## src/rtl/uart_clk_div_if.sv

```systemverilog
`default_nettype none
// ============================================================================
// Module      : uart_clk_div_if
// Description : Control/output bundle for the UART bit-rate clock divider.
//               The master drives the enable and ratio. The slave (the
//               divider) drives the divided clock.
// Revision    : 1.0 - initial release
// ============================================================================
interface uart_clk_div_if #(
    parameter int DIV_WIDTH = 8
);
    logic                 clk_en;
    logic [DIV_WIDTH-1:0] div_ratio;
    logic                 div_clk;

    modport master (
        output clk_en,
        output div_ratio,
        input  div_clk
    );

    modport slave (
        input  clk_en,
        input  div_ratio,
        output div_clk
    );
endinterface
`default_nettype wire

```

## src/rtl/uart_clk_div.sv

```systemverilog
`default_nettype none
// ============================================================================
// Module      : uart_clk_div
// Description : Runtime-programmable integer divider that produces the UART
//               bit-rate clock from the reference clock.
//               - Even ratios give 50% duty.
//               - Odd ratios make the low phase one cycle longer than the
//                 high phase.
//               - A ratio below 2, or enable low, passes clk straight through.
//               Optional macro CLK_DIV_RATIO_SHADOW_EN latches the ratio at
//               period boundaries, so changes made mid-period never truncate
//               or stretch a phase.
// Revision    : 1.0 - initial release
// ============================================================================
module uart_clk_div #(
    parameter int DIV_WIDTH = 8
) (
    input wire            clk,
    input wire            rst,
    uart_clk_div_if.slave bus
);

    localparam logic [DIV_WIDTH-1:0] C_ONE = {{(DIV_WIDTH-1){1'b0}}, 1'b1};
    localparam logic [DIV_WIDTH-1:0] C_TWO = {{(DIV_WIDTH-2){1'b0}}, 2'b10};

    logic [DIV_WIDTH-1:0] r_cnt;
    logic                 r_div_q;

    logic                 w_active;
    logic [DIV_WIDTH-1:0] w_n;
    logic [DIV_WIDTH-1:0] w_t0;
    logic [DIV_WIDTH-1:0] w_t1;
    logic [DIV_WIDTH-1:0] w_t;
    logic [DIV_WIDTH-1:0] w_t_m1;
    logic                 w_phase_end;

    // The bypass decision always looks at the live ratio, even when shadowing.
    assign w_active = bus.clk_en && (bus.div_ratio >= C_TWO);

`ifdef CLK_DIV_RATIO_SHADOW_EN
    logic                 r_run;
    logic [DIV_WIDTH-1:0] r_ratio_q;

    // On the first active edge the shadow register is not loaded yet, so the
    // live ratio is used directly.
    assign w_n = r_run ? r_ratio_q : bus.div_ratio;

    // Shadow register: load it on entry to active and on each high-to-low toggle.
    always_ff @(posedge clk or posedge rst) begin
        if (rst) begin
            r_run     <= 1'b0;
            r_ratio_q <= '0;
        end else begin
            r_run <= w_active;
            if (w_active && (!r_run || (r_div_q && w_phase_end))) begin
                r_ratio_q <= bus.div_ratio;
            end
        end
    end
`else
    assign w_n = bus.div_ratio;
`endif

    // (N+1)>>1 is formed as (N>>1) + N[0]. This cannot overflow, even for N = all ones.
    assign w_t0 = (w_n >> 1) + {{(DIV_WIDTH-1){1'b0}}, w_n[0]};
    assign w_t1 = w_n >> 1;
    assign w_t  = r_div_q ? w_t1 : w_t0;

    // A phase length is at least 1 whenever the divider is active.
    assign w_t_m1 = w_t - C_ONE;

    // ">=" ends the phase at once when the ratio shrinks below the cycles already spent.
    assign w_phase_end = (r_cnt >= w_t_m1);

    // Phase counter and divided level. They are held cleared while bypassed,
    // so that every entry to active starts with a full low phase.
    always_ff @(posedge clk or posedge rst) begin
        if (rst) begin
            r_cnt   <= '0;
            r_div_q <= 1'b0;
        end else if (!w_active) begin
            r_cnt   <= '0;
            r_div_q <= 1'b0;
        end else if (w_phase_end) begin
            r_cnt   <= '0;
            r_div_q <= ~r_div_q;
        end else begin
            r_cnt   <= r_cnt + C_ONE;
        end
    end

    // The output mux is purely combinational. It adds no latency when
    // switching into bypass or into reset.
    assign bus.div_clk = rst ? 1'b0 : (w_active ? r_div_q : clk);

endmodule
`default_nettype wire

```

## src/flat_wrapper.sv

```systemverilog
// flat-port wrapper written by rule: the top's interface ports become plain ports
module uart_clk_div_flat 
#(
    parameter int DIV_WIDTH = 8
)
  (clk, rst, bus_clk_en, bus_div_ratio, bus_div_clk);
  uart_clk_div_if #(.DIV_WIDTH(DIV_WIDTH)) bus_i ();
  input wire clk;
  input wire rst;
  input wire logic [$bits(bus_i.clk_en)-1:0] bus_clk_en;
  input wire logic [$bits(bus_i.div_ratio)-1:0] bus_div_ratio;
  output wire logic [$bits(bus_i.div_clk)-1:0] bus_div_clk;
  assign bus_i.clk_en = bus_clk_en;
  assign bus_i.div_ratio = bus_div_ratio;
  assign bus_div_clk = bus_i.div_clk;
  uart_clk_div #(.DIV_WIDTH(DIV_WIDTH)) u_core (.clk(clk), .rst(rst), .bus(bus_i));
endmodule
```

## config.mk

```make
export PLATFORM = sky130hd
export DESIGN_NAME = uart_clk_div_flat
export DESIGN_NICKNAME = d
export VERILOG_FILES = /design/src/rtl/uart_clk_div_if.sv /design/src/rtl/uart_clk_div.sv /design/src/flat_wrapper.sv
export SDC_FILE = /design/constraint.sdc
export NUM_CORES = 1
export LEC_CHECK = 0
export CORE_ASPECT_RATIO = 0.6
export CORE_MARGIN = 2
export CORE_UTILIZATION = 45
export CTS_CLUSTER_SIZE = 8
export DETAILED_ROUTE_END_ITERATION = 10
export GPL_TIMING_DRIVEN = 0
export MAX_ROUTING_LAYER = met4
export PLACE_DENSITY = 0.75
export REMOVE_ABC_BUFFERS = 1
export SLEW_MARGIN = 40
export SYNTH_ARGS = -nofsm -noshare
export SYNTH_HDL_FRONTEND = slang
export SYNTH_SLANG_ARGS = --single-unit
export TNS_END_PERCENT = 30
```

## constraint.sdc

```tcl
create_clock -name clk -period 7.95 [get_ports clk]
set_clock_uncertainty 0.1 [all_clocks]
set_input_delay 1.59 -clock clk [delete_from_list [all_inputs] [get_ports clk]]
set_output_delay 1.59 -clock clk [all_outputs]
set_load 0.05 [all_outputs]
```

==> results.md, run 1 <==
- Status: complete, no violations
- DR pass1 iterations: 4
- First-pass GRT wire length: 3650 µm
- Antenna Cells: 0
- Rows: 12
- Max cap viols: 0
- #FFs+latches synth: 9
- Most frequent cells in the layout: nor2_1 (14), ha_1 (13), clkdlybuf4s50_1 (11)
- Post_cts resized: 0
- Initial Utilization: 50.0%
- Hold WC Path Type: flop to flop
- Pin count of the biggest net entering global routing: 13
- Critical Path RT: 6260 ps
- Die span in y: 40.1 µm
- Final WL: 2180 µm
- Max VDD drop: 0.103 mV
- I/O Pins: 12
- Worst Slack Setup Final: 1140 ps
- Commonest non-fill, non-tap cell in the layout: nor2_1
- Grt total ovfl: 0
- Chip width: 64.1 µm
- Nets: 151
- Critical Path Slowest Stage Cell: clkdlybuf4s50_1
- Critical Path Fanout Max: 2
- YS warnings: 0
- Post-DR vias/cell: 5.60
- Leakage power: 0.500 nW
- Die Area: 2570 µm²
- Hold Violations, Final: 0
- Routed Antenna Nets: 0
- CTS tree: built
- Hold-fix buffers, CTS: 0
- WHS: 447 ps
- Clock slew at reported path FFs: 60 ps
- Worst Setup Path Type: clock port to primary output
- RSZ-0062 raised after global routing: no
- Syn Area/Cell: 8.71 µm²
- CP arrival: 5120 ps
- Inst Count DP: 147
- DP Worst Slack: 1440 ps
- Vias in the first global route: 838
- Area Growth Syn to Fin: 17.1%
- DRC errors left: 0
- Placed Instance Area: 1090 µm²
- Cell Pwr Density: 152 nW/µm²
- Async S/R FF share, synth: 100%
- Crit. End Element: primary output
- Post-synth EDFFs: 0
- Final Util: 58.5%
- Clock Latency Late Sink: 370 ps
- Largest stage delay, worst path: 690 ps
- Gr usage total: 20.8%
- Routed WL per cell: 14.1 µm
- Non-Filler Instances: 154
- Top FF cell, synth: dfrtp_1
- Post-route cell area: 1140 µm²
- Seq/Total Area, Yosys: 23.1%
- Core area: 1950 µm²
- Final Total Pwr: 0.174 mW
- Final setup viols: 0
- Total number of vias: 863
- Syn Std Cell Area: 976 µm²
- Initial DRC count: 84
- HPWL after DPL: 1650 µm
- Buffers on Ports: 11
- Post-CTS setup buffers: 0
- CP Cell Sequence: clkbuf_4 -> clkbuf_4 -> mux2i_1 -> nor2_1 -> clkdlybuf4s50_1
- Antenna violations before repair: 0
- Critical Path Start Type: clock port
- Netlist cell types: 37
- RePlAce Congestion: 0.852
- Synth Instances: 112
- Layout cells sized above 1: 11.9%
- Slew @ Worst Pin: 490 ps
- GRT busiest layer: met2
- Met3 Use GR: 8.71%
- Met1 Use GR: 24.5%
- Post-Route Setup TNS: 0 ps
- GR Util met2: 30.2%
- Slew Limit Fails: 0
- Slew margin rel.: 67.3%
- CP most frequent cell: clkbuf_4
## sequential cells by signal, indices dropped and copies added (netlist names)
register / cells
u_core.r_cnt: 8
u_core.r_div_q: 1
## cells in the mapped netlist (3+ instances only)
| library cell | number | area share (%) |
|---|---|---|
| nand2_1 | 4 | 1.5 |
| a21oi_1 | 4 | 2.1 |
| nand3b_1 | 3 | 2.3 |
| xor2_1 | 6 | 5.4 |
| nor2_1 | 14 | 5.4 |
| nand3_1 | 7 | 3.6 |
| xnor2_1 | 8 | 7.2 |
| and3_1 | 3 | 1.9 |
| inv_1 | 7 | 2.7 |
| o21ai_0 | 4 | 2.1 |
| ha_1 | 13 | 17 |
| dfrtp_1 | 9 | 23 |
## worst max-delay path, delay by kind of cell
family	cells	cell delay [ps]
AND/OR/NAND/NOR	1	60
multiplexers	1	160
buffers and inverters	3	930
## report_power, final
group | internal (mW) | switching, mW | total (mW)
Sequential | 0.0485 | 0.00547 | 0.0540
Combinational | 0.0243 | 0.0249 | 0.0491
Clock | 0.0405 | 0.0306 | 0.0710
## area by class of cell
class                   count  area [µm²]
clock buffers               8        58.8
fillers                   182         810
inverters                   7        26.3
multi-input cells          92         697
flip-flops and latches      9         225
well taps                  28        35.0
repair buffers             10         100
## kinds of logic (layout without fill, tap and decap cells)
logic type               after synthesis  count (layout)  share of synthesized area, %
AO/OA/AOI/OAI                         19              19                          13.3
XOR/XNOR                              14              14                          12.6
adder cells (fa/ha/maj)               13              13                          16.7
buffers and inverters                 11              25                          5.51
flip-flops                             9               9                          23.1
multiplexers                           4               4                          4.74
AND/OR/NAND/NOR                       42              42                          24.1
## final timing paths
| kind | to | start | slack [ps] | cells past startpoint |
|---|---|---|---|---|
| worst max register to register | u_core.r_div_q | u_core.r_div_q | 4920 | 12 |
| worst max-delay path | bus_div_clk | clk | 1140 | 5 |
| worst min-delay path | u_core.r_cnt[0] | u_core.r_cnt[0] | 450 | 1 |
| max in group asynchronous | u_core.r_cnt[1] | rst | 6080 | 2 |
| min in group asynchronous | u_core.r_cnt[5] | rst | 1410 | 2 |
| worst min register to register | u_core.r_cnt[0] | u_core.r_cnt[0] | 450 | 1 |
## layer usage
metal | part of all wire (%) | up-vias
met1 | 49 | 410
met3 | 6.0 | 3
li1 | - | 426
met4 | 0.78 | 0
met5 | 0 | -
met2 | 44 | 24
No activity file was read; power rests on OpenSTA's default activity.
==> run 2, diff against run 1 <==
- CORE_MARGIN: 2 -> 5
- SETUP_SLACK_MARGIN: default -> 0.05
==> run 2 against run 1 <==
Sequential cell count is the same. Worst hold slack lost 9.5 ps. Final area grew 0.22%. Setup slack gained 21 ps. Final cell count grew 1.3%. Power grew 0.17%. Via count shrank 0.46%. Sequential power is essentially flat. Critical path type unchanged. Critical endpoint unchanged. Highest routed layer unchanged.
==> results.md, run 2 (synthesis results as in run 1) <==
- Largest Register: u_core.r_cnt
- Die Area: 3230 µm² (+26%)
- Vias in the first global route: 823 (-1.8%)
- Core area: 2110 µm² (+8.3%)
- P_int: 0.113 mW (about the same)
- Inst Count DP: 149 (+1.4%)
- Pin count of the biggest net entering global routing: 13 (unchanged)
- R2R depth: 12 (unchanged)
- Grt total ovfl: 0 (unchanged)
- Buffers on Ports: 11 (unchanged)
- Max VDD drop: 0.101 mV (-2.7%)
- Hold Violations, Final: 0 (unchanged)
- Switching power of the nets: 0.0613 mW (+0.61%)
- Antenna Cells: 0 (unchanged)
- Gr usage total: 16.8% (-4.1 points)
- Chip width: 70.1 µm (+9.4%)
- Critical Path Fanout Max: 2 (unchanged)
- WHS: 437 ps (-9.53 ps)
- Layout cells sized above 1: 11.9% (unchanged)
- I/O Pins: 12 (unchanged)
- Critical Path RT: 6260 ps (about the same)
- Max FFs per register: 8 (unchanged)
- Final WL: 2240 µm (+2.6%)
- Clock slew at reported path FFs: 60 ps (about the same)
- Area Growth Syn to Fin: 17.3%
- RePlAce Congestion: 0.871 (+2.3%)
- Largest regs: u_core.r_cnt (8), u_core.r_div_q (1)
- Initial DRC count: 53 (-37%)
- Crit. End Element: primary output
- CTS tree: built
- DP Worst Slack: 1440 ps (-0.410 ps)
- CP top delay family: buffers and inverters
- Commonest non-fill, non-tap cell in the layout: nor2_1
- Final Total Pwr: 0.174 mW (+0.17%)
- Post-CTS setup buffers: 0 (unchanged)
- Cell depth of the worst setup path: 5 (unchanged)
- Hold WC Path Type: flop to flop
- Critical Path Start Type: clock port
- Rows: 13 (+1)
- Reg power frac: 31.0% (about the same)
- Status: complete, no violations
- HPWL after DPL: 1680 µm (+2.1%)
- Post-Route Setup TNS: 0 ps (unchanged)
- Worst Slack Setup Final: 1160 ps (+21.2 ps)
- Routed Antenna Nets: 0 (unchanged)
- Nets: 151 (unchanged)
- First-pass GRT wire length: 3790 µm (+3.8%)
- Critical Path Slowest Stage Cell: clkdlybuf4s50_1
- Final Util: 54.1% (-4.4 points)
- Post_cts resized: 0 (unchanged)
- Slew Limit Fails: 0 (unchanged)
- Combinational Power Share: 28.1% (about the same)
- Total number of vias: 859 (-0.46%)
- Post-route cell area: 1140 µm² (+0.22%)
- Most frequent cells in the layout: nor2_1 (14), ha_1 (13), clkdlybuf4s50_1 (11)
- Fillers: 196 (+7.7%)
- Cell Pwr Density: 152 nW/µm² (about the same)
- Die span in y: 46.1 µm (+15%)
- Initial Utilization: 46.2% (-3.8 points)
- RSZ-0062 raised after global routing: no
- DR pass1 iterations: 5 (+1)
- Clock Latency Late Sink: 370 ps (about the same)
- Post-DR vias/cell: 5.51 (-1.7%)
- Clock power frac: 40.8% (about the same)
- Placed Instance Area: 1100 µm² (+0.23%)
- Leakage power: 0.500 nW (unchanged)
- Non-Filler Instances: 156 (+1.3%)
- Slew margin rel.: 66.5% (-0.73 points)
- DRC errors left: 0 (unchanged)
- CP most frequent cell: clkbuf_4
- CP arrival: 5100 ps (-20 ps)
- Routed WL per cell: 14.3 µm (+1.3%)
- Net Sw Frac: 35.1% (+0.15 points)
- Antenna violations before repair: 0 (unchanged)
- Slew @ Worst Pin: 501 ps (+10.9 ps)
- Worst hold path stage count: 1 (unchanged)
- Worst Setup Path Type: clock port to primary output
- CP Cell Sequence: clkbuf_4 -> clkbuf_4 -> mux2i_1 -> nor2_1 -> clkdlybuf4s50_1
- Hold-fix buffers, CTS: 0 (unchanged)
- Final setup viols: 0 (unchanged)
- Largest stage delay, worst path: 700 ps (about the same)
- Buf/Inv on CP: 3 (unchanged)
- Max cap viols: 0 (unchanged)
run 2: cell counts in the layout (fill, tap and decap cells not counted):
Identical to the previous run, type by type.
run 2: power groups by stage:
stage | registers, mW | logic [mW] | clock network (mW)
final | 0.0541 | 0.0491 | 0.0713
after global routing | 0.0550 | 0.0543 | 0.0771
after CTS | 0.0540 | 0.0490 | 0.0723
after detailed placement | 0.0548 | 0.0485 | 0.0121
after global placement | 0.0544 | 0.0461 | 0.0121
after floorplan | 0.0532 | 0.0334 | 0.00908
run 2: area by class of cell:
cell class                 instances  area, µm²  share of cell area [%]
sequential                         9        225                    19.7
timing repair buffer              10        100                    8.74
multi-input combinational         92        697                    60.9
inverter                           7       26.3                    2.30
clock buffer                       8       58.8                    5.14
tap                               30       37.5                    3.28
run 2: worst paths after layout:
check	startpoint	to	slack (ps)
worst max register to register	u_core.r_div_q	u_core.r_div_q	4770
worst min register to register	u_core.r_cnt[0]	u_core.r_cnt[0]	440
worst min-delay path	u_core.r_cnt[0]	u_core.r_cnt[0]	440
min in group asynchronous	rst	u_core.r_cnt[4]	1430
worst max-delay path	clk	bus_div_clk	1160
max in group asynchronous	rst	u_core.r_cnt[0]	6050
run 2: routing by layer:
layer	vias to the layer above	track usage (%)	share of wire (%)
li1	431	-	-
met1	397	20.2	48
met2	26	22.9	46
met3	5	7.63	5.0
met4	0	10.3	1.6
met5	-	-	0
run 2: worst register-to-register path, cell delays in order (launching register included):
cell and delay, ps:
dfrtp_1 500, nor2b_1 230, xnor2_1 150, ha_1 300, inv_1 70, o41ai_1 380
xnor2_1 150, ha_1 200, a211oi_1 230, nor2_1 90, nor3_2 170, o21ai_2 170
mux2_4 330
==> run 3, diff against run 2 <==
- CTS_BUF_LIST: default -> sky130_fd_sc_hd__clkbuf_8
- PLACE_DENSITY: 0.75 -> 0.67
- SETUP_SLACK_MARGIN: 0.05 -> 0.2
==> run 3 against run 2 <==
Sequential share of layout area shrank 0.62 points. Largest cell class unchanged. Worst hold slack got worse by 2.1 ps. Via count is 1.5% higher. Clock-buffer cell count decreased by 1. Critical endpoint unchanged. Clock power is 44% higher. First-iteration DRC count decreased by 32%.
==> results.md, run 3 (synthesis results as in run 1) <==
- Total number of vias: 872 (+1.5%)
- WL met1: 1090 µm (+1.6%)
- Antenna violations before repair: 0 (unchanged)
- Grt total ovfl: 0 (unchanged)
- Die Area: 3230 µm² (unchanged)
- Initial Utilization: 46.2% (unchanged)
- Hold Violations, Final: 0 (unchanged)
- Most frequent cells in the layout: nor2_1 (14), ha_1 (13), clkdlybuf4s50_1 (11)
- Cell Pwr Density: 174 nW/µm² (+14%)
- Critical Path Slowest Stage Cell: clkdlybuf4s50_1
- CP most frequent cell: clkbuf_8
- Initial DRC count: 36 (-32%)
- DP Worst Slack: 1450 ps (+0.600 ps)
- Core area: 2110 µm² (unchanged)
- Final WL: 2240 µm (about the same)
- HPWL after DPL: 1710 µm (+1.6%)
- Worst reg2reg path endpoint: u_core.r_div_q
- Uppermost layer routed: met4
- R2R depth: 12 (unchanged)
- Pin count of the biggest net entering global routing: 13 (unchanged)
- Crit. End Element: primary output
- Leakage power: 0.519 nW (+3.9%)
- DRC errors left: 0 (unchanged)
- Layout cells sized above 1: 11.9% (unchanged)
- Worst Setup Path Type: clock port to primary output
- Largest regs: u_core.r_cnt (8), u_core.r_div_q (1)
- Hold WC Path Type: flop to flop
- Reg2Reg Launch Point: u_core.r_div_q
- R2R Setup Slk: 4870 ps (+100 ps)
- RSZ-0062 raised after global routing: no
- Final Total Pwr: 0.206 mW (+18%)
- Fillers: 194 (-1.0%)
- Routed met3 length: 92 µm (-18%)
- Buf/Inv on CP: 3 (unchanged)
- Rows: 13 (unchanged)
- CTS tree: built
- Post-CTS setup buffers: 0 (unchanged)
- First-pass GRT wire length: 4000 µm (+5.6%)
- Area Growth Syn to Fin: 21.2%
- Max VDD drop: 0.161 mV (+61%)
- Gr usage total: 17.2% (+0.41 points)
- Worst Slack Setup Final: 1160 ps (-1.56 ps)
- RePlAce Congestion: 0.863 (-0.94%)
- CP Cell Sequence: clkbuf_8 -> clkbuf_8 -> mux2i_1 -> nor2_1 -> clkdlybuf4s50_1
- Slew @ Worst Pin: 497 ps (-3.60 ps)
- Status: complete, no violations
- I/O Pins: 12 (unchanged)
- DR pass1 iterations: 4 (-1)
- Worst hold path stage count: 1 (unchanged)
- Slew margin rel.: 66.8% (+0.24 points)
- CP arrival: 5100 ps (about the same)
- Final setup viols: 0 (unchanged)
- Vias in the first global route: 887 (+7.8%)
- Critical Path Start Type: clock port
- Met2 Routed Length: 1020 µm (+0.39%)
- Buffers on Ports: 11 (unchanged)
- Clock Latency Late Sink: 330 ps (-40 ps)
- Slew Limit Fails: 0 (unchanged)
- Critical Path Fanout Max: 2 (unchanged)
- Nets: 151 (unchanged)
- Commonest non-fill, non-tap cell in the layout: nor2_1
- WHS Endpoint: u_core.r_cnt[0]
- Routed WL per cell: 14.3 µm (about the same)
- Post-DR vias/cell: 5.59 (+1.5%)
- Post-Route Setup TNS: 0 ps (unchanged)
- WHS: 435 ps (-2.15 ps)
- Critical Path RT: 6260 ps (about the same)
- Hold Path Origin: u_core.r_cnt[0]
- Largest Register: u_core.r_cnt
- Routed Antenna Nets: 0 (unchanged)
- Chip width: 70.1 µm (unchanged)
- Post_cts resized: 0 (unchanged)
- Antenna Cells: 0 (unchanged)
- Clock slew at reported path FFs: 40 ps (-20 ps)
- Max cap viols: 0 (unchanged)
- Max FFs per register: 8 (unchanged)
- Die span in y: 46.1 µm (unchanged)
- Hold-fix buffers, CTS: 0 (unchanged)
- CP top delay family: buffers and inverters
- Largest stage delay, worst path: 700 ps (about the same)
run 3: cell count changes in the layout (fill, tap and decap cells not counted), sizes merged:
cell and delta:
inv +1, clkbuf -1
run 3: worst max path at each step:
stage | start | endpoint | slack, ps | cells after the start
after detailed placement | clk | bus_div_clk | 1450 | 3
final | clk | bus_div_clk | 1160 | 5
after global routing | clk | bus_div_clk | 1120 | 5
after floorplan | clk | bus_div_clk | 1970 | 2
after CTS | clk | bus_div_clk | 1130 | 5
after global placement | clk | bus_div_clk | 1450 | 3
run 3: per-stage QoR:
stage	utilization (%)	area (µm²)	instances
2_1_floorplan	-	948	108
3_3_place_gp	51.8	1100	149
6_report	55.9	1180	156
4_1_cts	55.9	1180	156
5_1_grt	55.9	1180	156
3_5_place_dp	51.8	1100	149
run 3: per-layer routing:
| metal | global-route usage, % | vias up |
|---|---|---|
| li1 | - | 426 |
| met1 | 20.0 | 414 |
| met2 | 26.1 | 26 |
| met3 | 5.23 | 6 |
| met4 | 11.8 | 0 |
| met5 | - | - |
run 3: cell type report:
type	instances	area (µm²)	area share (%)
inverter	7	26.3	2.22
timing repair buffer	10	100	8.47
multi-input combinational	92	697	58.9
clock buffer	7	92.6	7.83
clock inverter	1	3.75	0.317
tap	30	37.5	3.17
sequential	9	225	19.0
run 3: power by group:
part           leakage, nW  internal (mW)  total [mW]  switching [mW]
clock               0.0599         0.0700       0.103          0.0329
sequential           0.122         0.0487      0.0544         0.00569
combinational        0.338         0.0241      0.0485          0.0243
total                0.519          0.143       0.206          0.0629
